[src/rtl/vfd_pkg.sv]
// Shared types and default constants for the VFD scan capture block.
// Latency: n/a (declarations only).
// Backpressure: n/a.
package vfd_pkg;

    typedef enum logic [1:0] {
        IDLE   = 2'd0,
        COMMIT = 2'd1,
        HOLD   = 2'd2
    } commit_state_t;

    localparam int GRID_W_DEF     = 8;
    localparam int SEG_W_DEF      = 16;
    localparam int STABLE_CYC_DEF = 4;
    localparam int DECAY_MAX_DEF  = 15;
    localparam int TICK_DIV_DEF   = 1024;

endpackage

[src/rtl/vfd_tick_div.sv]
// Free-running prescaler producing a one-cycle decay tick every TICK_DIV clocks.
// Latency: tick is combinational from the counter, high while the count sits at TICK_DIV-1.
// Backpressure: none; counts every cycle.
module vfd_tick_div
    import vfd_pkg::*;
#(
    parameter int TICK_DIV = TICK_DIV_DEF
) (
    input  logic clk,
    input  logic reset,
    output logic tick
);

    localparam int CW = (TICK_DIV > 2) ? $clog2(TICK_DIV) : 1;
    localparam logic [CW-1:0] LAST = CW'(TICK_DIV - 1);

    logic [CW-1:0] cnt;

    // Count 0..TICK_DIV-1 and wrap.
    always_ff @(posedge clk) begin
        if (reset) begin
            cnt <= '0;
        end else if (cnt == LAST) begin
            cnt <= '0;
        end else begin
            cnt <= cnt + 1'b1;
        end
    end

    assign tick = (cnt == LAST);

endmodule

[src/rtl/vfd_capture.sv]
// Captures a multiplexed VFD grid/segment scan into a per-digit frame buffer with persistence decay.
// Latency: commit lands STABLE_CYC+1 clocks after the last port change; read data one clock after rd_idx.
// Backpressure: none; ports are sampled every clock and reads are always served.
module vfd_capture
    import vfd_pkg::*;
#(
    parameter int GRID_W     = GRID_W_DEF,
    parameter int SEG_W      = SEG_W_DEF,
    parameter int STABLE_CYC = STABLE_CYC_DEF,
    parameter int DECAY_MAX  = DECAY_MAX_DEF,
    parameter int TICK_DIV   = TICK_DIV_DEF
) (
    input  logic                      clk,
    input  logic                      reset,
    input  logic [GRID_W-1:0]         grid,
    input  logic [SEG_W-1:0]          seg,
    input  logic [$clog2(GRID_W)-1:0] rd_idx,
    output logic [SEG_W-1:0]          rd_seg,
    output logic                      rd_lit,
    output logic                      frame_strobe
);

    localparam int IDX_W = $clog2(GRID_W);
    localparam int PAT_W = GRID_W + SEG_W;
    localparam logic [3:0] STAB      = 4'(STABLE_CYC);
    localparam logic [3:0] STAB_LAST = 4'(STABLE_CYC - 1);
    localparam logic [3:0] DMAX      = 4'(DECAY_MAX);

    logic [PAT_W-1:0]  pat;
    logic [3:0]        stab_cnt;
    logic              change;
    logic              commit;
    logic              tick;
    commit_state_t     state;
    commit_state_t     state_nxt;

    logic [GRID_W-1:0] pat_grid;
    logic [SEG_W-1:0]  pat_seg;
    logic [IDX_W-1:0]  low_idx;
    logic              low_vld;
    logic [IDX_W-1:0]  last_idx;

    // Flop array: a single commit may write several digits at once.
    logic [SEG_W-1:0]  frame [GRID_W];
    logic [3:0]        decay [GRID_W];

    assign change   = ({grid, seg} != pat);
    assign commit   = (state == COMMIT);
    assign pat_grid = pat[PAT_W-1:SEG_W];
    assign pat_seg  = pat[SEG_W-1:0];

    vfd_tick_div #(
        .TICK_DIV (TICK_DIV)
    ) u_tick_div (
        .clk   (clk),
        .reset (reset),
        .tick  (tick)
    );

    // Sample the ports and count how long the sampled pattern has stayed unchanged.
    always_ff @(posedge clk) begin
        if (reset) begin
            pat      <= '0;
            stab_cnt <= '0;
        end else begin
            pat <= {grid, seg};
            if (change) begin
                stab_cnt <= '0;
            end else if (stab_cnt != STAB) begin
                stab_cnt <= stab_cnt + 4'd1;
            end
        end
    end

    // Commit state register.
    always_ff @(posedge clk) begin
        if (reset) begin
            state <= IDLE;
        end else begin
            state <= state_nxt;
        end
    end

    // Next state: commit once when the count reaches its threshold; any change restarts.
    always_comb begin
        state_nxt = state;
        case (state)
            IDLE:    if (stab_cnt == STAB_LAST) state_nxt = COMMIT;
            COMMIT:  state_nxt = HOLD;
            HOLD:    state_nxt = HOLD;
            default: state_nxt = IDLE;
        endcase
        if (change) begin
            state_nxt = IDLE;
        end
    end

    // Lowest set grid bit of the pattern being committed.
    always_comb begin
        low_idx = '0;
        low_vld = 1'b0;
        for (int n = GRID_W - 1; n >= 0; n--) begin
            if (pat_grid[n]) begin
                low_idx = IDX_W'(n);
                low_vld = 1'b1;
            end
        end
    end

    // Frame writes and persistence decay; a commit reload overrides a same-cycle tick.
    always_ff @(posedge clk) begin
        if (reset) begin
            for (int n = 0; n < GRID_W; n++) begin
                frame[n] <= '0;
                decay[n] <= '0;
            end
        end else begin
            for (int n = 0; n < GRID_W; n++) begin
                if (commit && pat_grid[n]) begin
                    frame[n] <= pat_seg;
                    decay[n] <= DMAX;
                end else if (tick && (decay[n] != 4'd0)) begin
                    decay[n] <= decay[n] - 4'd1;
                end
            end
        end
    end

    // Scan wrap detection: a commit landing below the previous digit starts a new frame.
    always_ff @(posedge clk) begin
        if (reset) begin
            last_idx     <= '0;
            frame_strobe <= 1'b0;
        end else begin
            frame_strobe <= commit && low_vld && (low_idx < last_idx);
            if (commit && low_vld) begin
                last_idx <= low_idx;
            end
        end
    end

    // Registered read port; expired or out-of-range digits read as dark.
    always_ff @(posedge clk) begin
        if (reset) begin
            rd_seg <= '0;
            rd_lit <= 1'b0;
        end else if ((int'(rd_idx) < GRID_W) && (decay[rd_idx] != 4'd0)) begin
            rd_seg <= frame[rd_idx];
            rd_lit <= 1'b1;
        end else begin
            rd_seg <= '0;
            rd_lit <= 1'b0;
        end
    end

endmodule

[config.mk]
export PLATFORM = sky130hd
export DESIGN_NAME = vfd_capture
export DESIGN_NICKNAME = d
export VERILOG_FILES = /design/src/rtl/vfd_pkg.sv /design/src/rtl/vfd_tick_div.sv /design/src/rtl/vfd_capture.sv
export SDC_FILE = /design/constraint.sdc
export NUM_CORES = 1
export LEC_CHECK = 0
export CAP_MARGIN = 10
export CORE_MARGIN = 2
export CORE_UTILIZATION = 51
export DETAILED_ROUTE_END_ITERATION = 7
export GPL_TIMING_DRIVEN = 0
export PLACE_DENSITY = 0.69
export SLEW_MARGIN = 5
export SYNTH_ARGS = -nofsm -noshare
export SYNTH_HDL_FRONTEND = slang
export SYNTH_SLANG_ARGS = --single-unit
[constraint.sdc]
create_clock -name clk -period 2.5 [get_ports clk]
set_input_delay 0.5 -clock clk [delete_from_list [all_inputs] [get_ports clk]]
set_output_delay 0.5 -clock clk [all_outputs]
set_load 0.005 [all_outputs]
==> flow_summary.yaml <==
die:
  core_um2: 18600
  die_w_um: 141
  dieArea_um2: 20000
  num_rows: 50
  start_util: 0.517
  die_h_um: 141
  ios: 47
place:
  hpwl_um: 14200
  gp_congestion: 0.798
  placed_cells: 1048
  portBuffers: 45
synth:
  synth_top_cell_by_area: "edfxtp_1"
  netlist_instances: 769
  synth_top_area_share: 0.500
  synth_cell_types: 47
  synth_warnings: 0
  synth_edf_count: 160
  ys_ff_latch: 221
  ys_top_cells_by_count: "160 x edfxtp_1, 120 x nor2_1, 84 x inv_1, 61 x dfxtp_1, 40 x o22ai_1"
  syn_area_um2: 9610
  synth.most_common_cell: "edfxtp_1"
  synthArstFlopShare: 0
  yosysSeqAreaShare: 0.627
  ys_top_cells_by_area: "edfxtp_1 50%, dfxtp_1 13%, mux4_2 7.5%"
  synth_ff_type: "edfxtp_1"
  synth_fp_nets: 814
  synth.avg_cell_area_um2: 12.5
setup_path:
  worst-r2r-cell-count: 6
  criticalPathCategory: "register to register"
  arrival_ns: 2.57
  cp.required_ns: 2.92
  cp_max_fo: 6
  cp-end-kind: "register"
  r2r_slack_ns: 0.35
  regToRegStartpoint: "pat[20]"
  reg2reg_to: "frame_strobe"
  cp-start-kind: "register"
clock_tree:
  cts_setup_buffers: 0
  cts-htree-levels: 1
  cts_hold_buf: 0
  cts.sinks: 221
  cts_tree: "built"
  clkTransAtPathRegs_ns: 0.06
  cts-root-buf: "clkbuf_16"
  ctsResizeCount: 0
  clockBufferDepth: 3
  clock_latency_ns: 0.51
  numCtsBuffers: 23
run:
  maxCapViolations: 0
global_routing:
  antenna_found_initial: 0
  grt_pass1_vias: 6222
  grt_usage: 0.208
  grt_overflow: 0
  grt_pass1_wl_um: 32400
  grt_max_degree: 17
pwr:
  ir_drop_uv: 439
  powerDensity_nw_per_um2: 725
  power.leakage_nw: 4.10
  finalPower_mw: 8.04
routing:
  drt_iter0_drc: 514
  ant_nets: 0
  drt_wl_total_um: 20500
  routed-via-count: 6094
  wl_per_cell_um: 18.8
  route.detailed.drc: 0
  first_pass_iters: 4
  viasPerCell: 5.60
finish:
  final_cells: 1089
  num-nets-final: 884
  layout-drive-gt1-share: 0.108
  antenna-diode-count: 0
  area_growth_pct: 15.3
  n_fill_cell: 1445
worst_hold_path:
  min_path_type: "register to register"
  whs_endpoint: "u_tick_div.cnt[0]"
  min_path_cells: 1
  min_from: "u_tick_div.cnt[0]"
sta:
  drv_slew: 0
  setup_viol: 0
  post-route-min-period_ns: 2.15
  hold_violations: 0
  worstMarginPinSlew_ns: 0.780
  min_period_over_period: 0.858
  fin_tns_setup_ns: 0
  rsz0062_at_grt: "no"
  slew_headroom: 0.479
  finalClockSkew_ns: 0.00811
  fmax_mhz: 466
run_status:
  status: "complete, no violations"
==> metal layers <==
metal,track usage,routed length [µm],vias to the layer above
li1,-,-,2848
met1,0.277,8940,3030
met2,0.360,10100,190
met3,0.0402,1160,26
met4,0.0463,266,0
met5,0,0,-
==> power breakdown <==
| group | internal, mW | switching (mW) | total (mW) | leakage (nW) |
|---|---|---|---|---|
| clock | 1.95 | 1.36 | 3.31 | 0.349 |
| combinational | 0.264 | 0.309 | 0.573 | 1.62 |
| sequential | 4.08 | 0.0761 | 4.16 | 2.14 |
| total | 6.29 | 1.75 | 8.04 | 4.10 |
==> final cells by class <==
class | instances | area, µm² | share of cell area
well taps | 234 | 293 | 0.0264
clock buffers | 29 | 618 | 0.0558
flip-flops and latches | 221 | 6030 | 0.544
inverters | 84 | 315 | 0.0284
repair buffers | 45 | 450 | 0.0406
multi-input cells | 427 | 3080 | 0.278
clock inverters | 12 | 109 | 0.00982
plain buffers | 37 | 188 | 0.0169
==> critical path, stage by stage, from the launching register on <==
cell and delay [ns]:
dfxtp_1 0.40, or4_4 0.60, and2b_2 0.21, ha_1 0.32, a211oi_1 0.25, nand2_1 0.09, a31oi_1 0.18
==> metrics by stage <==
step	util	hold WS [ns]	cell area [µm²]	worst slack, ns
after floorplan	-	0.430	9610	0.625
after global placement	0.557	0.443	10400	0.0922
after detailed placement	0.557	0.450	10400	0.0942
after CTS	0.596	0.465	11100	0.368
after global routing	0.596	0.508	11100	0.212
final	0.596	0.467	11100	0.355
==> state kept, by name (all words and copies together), names as in the netlist, 2 cells and up <==
signal,cells
decay,32
last_idx,3
state,2
pat,24
frame,128
stab_cnt,4
u_tick_div.cnt,10
rd_seg,16
==> worst max path at each step <==
stage                          from      endpoint  slack [ns]
after floorplan             pat[16]  frame_strobe        0.63
after global placement    rd_idx[0]    rd_seg[10]        0.09
after detailed placement  rd_idx[0]    rd_seg[10]        0.09
after CTS                   pat[20]  frame_strobe        0.37
after global routing       state[1]   decay[5][3]        0.21
final                       pat[20]  frame_strobe        0.35
==> cell families after synthesis <==
kind of cell               synth area share
and+or+nand+nor                       0.124
AOI/OAI and AO/OA                    0.0557
DFF                                   0.627
muxes                                0.0781
xor gates and xnor gates             0.0419
buffers and inverters                0.0523
adders and majority gates            0.0208
==> layout by cell type, fill, tap and decap left out, types with 6 or more instances in the layout <==
cell type        Yosys  layout
buf_2                9       9
nand2b_1            21      21
clkinv_1             0       6
nand3_1              9       9
clkbuf_1            19      23
nor2b_1             26      26
clkdlybuf4s50_1      0      45
dfxtp_1             61      61
nand2_1             25      25
ha_1                16      16
nor3_1              19      19
nor4_1               8       8
clkbuf_16            0      23
a21oi_1             20      20
edfxtp_1           160     160
nor2_1             120     120
inv_1               84      84
xnor2_1             21      21
xor2_1              25      25
o22ai_1             40      40
mux4_2              32      32
Power figures use the tool's default switching activity.
